<file path="src/rtl/stream_demux_n.sv">
// Registered 1-to-CH stream demultiplexer. Each channel has a one-entry buffer and its own backpressure.
// Optional round-robin targeting and a drop pulse for beats sent to a select with no channel.
module stream_demux_n #(
  parameter int WIDTH = 8,
  parameter int CH    = 16,
  parameter int SELW  = 4
) (
  input  logic                  clk,
  input  logic                  rst,
  input  logic                  in_valid,
  output logic                  in_ready,
  input  logic [WIDTH-1:0]      in_data,
  input  logic [SELW-1:0]       sel,
  input  logic                  scan_en,
  output logic [CH-1:0]         y_valid,
  input  logic [CH-1:0]         y_ready,
  output logic [CH*WIDTH-1:0]   y_data,
  output logic [SELW-1:0]       rr_ptr,
  output logic                  drop_err,
  output logic [15:0]           beat_cnt
);

  // Handshake: a beat moves on any edge where valid && ready. in_ready depends only on
  // rst, the target and channel state, never on in_valid. A producer that is not accepted
  // holds in_data/sel; a channel buffer holds y_data[k] while y_valid[k] && !y_ready[k].

  logic [SELW-1:0]  tgt;
  logic             tgt_ok;
  logic             tgt_free;
  logic [CH-1:0]    free;
  logic [CH-1:0]    hit;
  logic             accept;
  logic [WIDTH-1:0] buf_q [CH];

  always_comb begin
    tgt      = scan_en ? rr_ptr : sel;
    tgt_ok   = (32'(tgt) < 32'($unsigned(CH)));
    tgt_free = 1'b0;
    free     = '0;
    hit      = '0;
    for (int k = 0; k < CH; k++) begin
      // A full buffer whose consumer is ready this cycle can be refilled on the same edge.
      free[k] = !y_valid[k] || y_ready[k];
      if (32'(tgt) == 32'($unsigned(k))) begin
        tgt_free = free[k];
        hit[k]   = 1'b1;
      end
    end
  end

  // Out-of-range targets are always ready so the beat is swallowed instead of stalling the source.
  assign in_ready = !rst && (!tgt_ok || tgt_free);
  assign accept   = in_valid && in_ready;

  always_ff @(posedge clk) begin
    if (rst) begin
      y_valid  <= '0;
      rr_ptr   <= '0;
      drop_err <= 1'b0;
      beat_cnt <= '0;
      for (int k = 0; k < CH; k++) begin
        buf_q[k] <= '0;
      end
    end else begin
      drop_err <= accept && !tgt_ok;
      if (accept && tgt_ok) begin
        beat_cnt <= beat_cnt + 16'd1;
      end
      if (accept && scan_en) begin
        rr_ptr <= (rr_ptr == SELW'(CH - 1)) ? '0 : rr_ptr + 1'b1;
      end
      for (int k = 0; k < CH; k++) begin
        if (accept && hit[k]) begin
          y_valid[k] <= 1'b1;
          buf_q[k]   <= in_data;
        end else if (y_ready[k]) begin
          y_valid[k] <= 1'b0;
        end
      end
    end
  end

  for (genvar g = 0; g < CH; g++) begin : g_out
    assign y_data[g*WIDTH +: WIDTH] = buf_q[g];
  end

endmodule

</file>
<file path="config.mk">
export PLATFORM = sky130hd
export DESIGN_NAME = stream_demux_n
export DESIGN_NICKNAME = d
export VERILOG_FILES = /design/src/rtl/stream_demux_n.sv
export SDC_FILE = /design/constraint.sdc
export NUM_CORES = 1
export LEC_CHECK = 0
export ABC_CLOCK_PERIOD_IN_PS = 3630
export CORE_MARGIN = 2
export CORE_UTILIZATION = 47
export DETAILED_ROUTE_END_ITERATION = 8
export PLACE_DENSITY = 0.84
export SETUP_SLACK_MARGIN = 0.05
export SLEW_MARGIN = 0
export SYNTH_ARGS = -nofsm -noshare
export SYNTH_HDL_FRONTEND = slang
export SYNTH_SLANG_ARGS = --single-unit
</file>
<file path="constraint.sdc">
create_clock -name clk -period 3.63 [get_ports clk]
set_input_delay 0.726 -clock clk [delete_from_list [all_inputs] [get_ports clk]]
set_output_delay 0.726 -clock clk [all_outputs]
set_load 0.05 [all_outputs]
</file>
==> metrics.md <==
| Metric | Value |
|---|---|
| Worst Skew | between 0.009 and 0.01 ns |
| Max_slew headroom | 0.605 |
| Syn nets | 549 |
| Total number of vias | 5254 |
| Max Used Layer | met4 |
| Die ar. | about 15000 um2 |
| Layout area overhead | 47.1% |
| Hold path depth | 2 |
| Die H | 123 um |
| First DRT Iteration DRCs | 393 |
| Routed wire length | 17900 um |
| Worst R2R Path Depth | 11 |
| Mux contribution to synthesized area | 0.00322 |
| Core box area | 13800 um2 |
| Flop and latch count out of synthesis | 164 |
| Antenna diode count | 0 |
| Largest net degree at the start of global routing | 28 |
| Die W | 123 um |
| XOR/XNOR Fraction of Synth Area | 0 |
| Final #Nets | 794 |
| Layout Utilization | 0.703 |
| Crit path DAT | 2.75 ns |
| Worst Hold Class | register to register |
| Critical path type | input port to output port |
| Top-area cell type share of the netlist area | 0.582 |
| Avg Synthesized Cell Area | 12.8 um2 |
| Leakage | 0.00347 uW |
| Max Buffers Root-to-Sink | 2 |
| Initial antenna violation count | 0 |
| Largest area contributor in the netlist | edfxtp_1 |
| Worst setup margin | 0.151 ns |
| Placer Congestion | around 0.88 |
| Crit start category | input port |
| Final setup fails | 0 |
| Synth Area in Simple Gates | 0.169 |
| Synth warn | 0 |
| Sequential fraction of the synthesis area | 0.691 |
| Routed Antenna Nets | 0 |
| M1 WL | 7220 um |
| Clock Latency Late Sink | roughly 0.42 ns |
| Final Hold Viols | 0 |
| Clock sink count | 164 |
| Max Fclk | ~0.29 GHz |
| Yosys cell types | 64 |
| I/O Buffers | 196 |
| Worst vdd ir | 0.285 mV |
| Total GRT Usage | 0.242 |
| Placement Rows | 43 |
| GRT overflow | 0 |
| Synth area leaders | edfxtp_1 (58%), dfxtp_1 (11%), nor2_1 (3.7%) |
| H-Tree Depth | 4 |
| Worst endpoint required time | 2.90 ns |
| Synth Cell Area | 6610 um2 |
| Post-Synthesis Cells | 515 |
| Power Dens Cells | 463 nW/um2 |
| Worst slew pin tran | 0.593 ns |
| Worst-path maximum fanout | 3 |
| Final Cycle Share | 0.958 |
| Starting Density | 0.478 |
| Final min period | 3.48 ns |
| Slew Viols, Final | 0 |
| Outcome | finished, final reports clean |
| Root buffer cell | clkbuf_16 |
| First-pass GRT wire length | 26900 um |
| Wire length per cell | 18.8 um |
| Post-synthesis compound-gate area fraction | 0.102 |
| Total of max-cap violations | 0 |
| HPWL Detailed | 13200 um |
| Layout fillers | between 900 and 1k |
| Crit end category | output port |
| Post-CTS Hold Fix Bufs | 0 |
| Post-synth top flop | edfxtp_1 |
| Vias in the first global route | 4893 |
| Post-synth ARST share | 0 |
| Main combinational cell family by area after synthesis | simple AND/OR/NAND/NOR gates |
| Clk slew on worst S/H paths | 0.06 ns |
| DP Worst Slack | -0.127 ns |
| Layout cells sized above 1 | 0.154 |
| CTS buffer count | 17 |
| Met2 WL | 9390 um |
| DRC Markers | 0 |
| I/O Pins | 198 |
| Adder-Cell Fraction of Synth Area | 0.00379 |
| EDFF count, synth | 128 |
| Drt pass-1 iters | 4 |
| CTS tree | built |
| Vias per cell | ~5.5 |
| DR WL met3 | 914 um |
| RSZ-0062 raised after global routing | no |
[layout make-up]
cell class	count	area, um2	area share
Clock buffer	17	425	0.0438
Inverter	8	30.0	0.00309
Tap cell	180	225	0.0232
Timing Repair Buffer	256	2450	0.252
Multi-Input combinational cell	313	1920	0.197
Sequential cell	164	4560	0.470
Clock inverter	15	106	0.0109
[cell usage in the layout, fill, tap and decap left out, types with 12 or more instances in the layout]
cell type	instances
nand2_1	32
clkdlybuf4s50_1	192
and3_1	22
nor2b_1	15
edfxtp_1	128
o21ai_0	16
dfxtp_1	36
clkbuf_16	17
nor2_1	64
o31ai_1	12
a21oi_1	20
or4_1	12
buf_4	56
nand3_1	15
[power breakdown]
group,internal [uW],switching [uW]
sequential,2110,33.6
combinational,248,500
clock,875,730
[metrics by stage]
| stage | instances | total power (uW) | setup TNS, ns | area (um2) | hold WS [ns] |
|---|---|---|---|---|---|
| 3_5_place_dp | 916 | 2910 | -7.33 | 9080 | 0.484 |
| 6_report | 953 | 4500 | 0 | 9720 | 0.494 |
| 5_1_grt | 953 | 4620 | 0 | 9720 | 0.534 |
| 2_1_floorplan | 515 | 2620 | 0 | 6610 | 0.702 |
| 4_1_cts | 949 | 4500 | 0 | 9660 | 0.493 |
| 3_3_place_gp | 916 | 2900 | -2.18 | 9080 | 0.462 |
[final timing paths]
kind	from	to	slack, ns
setup / recovery	y_ready[4]	in_ready	0.15
setup reg to reg	rr_ptr[0]	buf_q[0][36]	0.57
hold / removal	beat_cnt[14]	beat_cnt[14]	0.49
hold reg to reg	beat_cnt[14]	beat_cnt[14]	0.49
[synth_stat cells, drive strengths merged (3+ instances only)]
library cell / count
a211oi: 3
or4: 12
nand2b: 8
o31ai: 12
o21ai: 23
buf: 18
nor3: 10
nand3b: 3
and3: 22
nor2b: 15
and2: 12
or3: 3
or2: 3
edfxtp: 128
clkbuf: 12
nand2: 32
a21oi: 22
or3b: 3
inv: 7
dfxtp: 36
nand3: 15
o22ai: 7
nor2: 65
o2bb2ai: 5
[state kept, by name (all words and copies together), names as in the netlist]
| signal | flops |
|---|---|
| buf_q | 128 |
| beat_cnt | 16 |
| y_valid | 16 |
| rr_ptr | 4 |
[worst max-delay path, cell delays in order]
cell             delay, ns
clkdlybuf4s50_1       0.44
or4b_1                0.47
and3_1                0.20
o21ai_2               0.15
o2111ai_2             0.18
a211oi_4              0.36
nor2_4                0.08
buf_12                0.15
[what timing repair did]
item                                    in CTS  in global routing
setup buffers                                1                  3
pin swaps                                    4                  4
cloned                                       0                  1
resized for setup                           11                  6
endpoints found under the setup margin       1                  1
[per-layer routing]
layer / global-route usage / vias up
met5: 0 / -
met4: 0.0970 / 0
met3: 0.0432 / 23
met2: 0.411 / 236
met1: 0.309 / 2577
li1: - / 2418
[cell families after synthesis]
logic type	after synthesis
adder cells (fa/ha/maj)	2
AND/OR/NAND/NOR	209
AO/OA/AOI/OAI	99
flip-flops	164
buffers and inverters	38
other	1
multiplexers	2
Note: power is estimated with default switching activity, not from simulation.
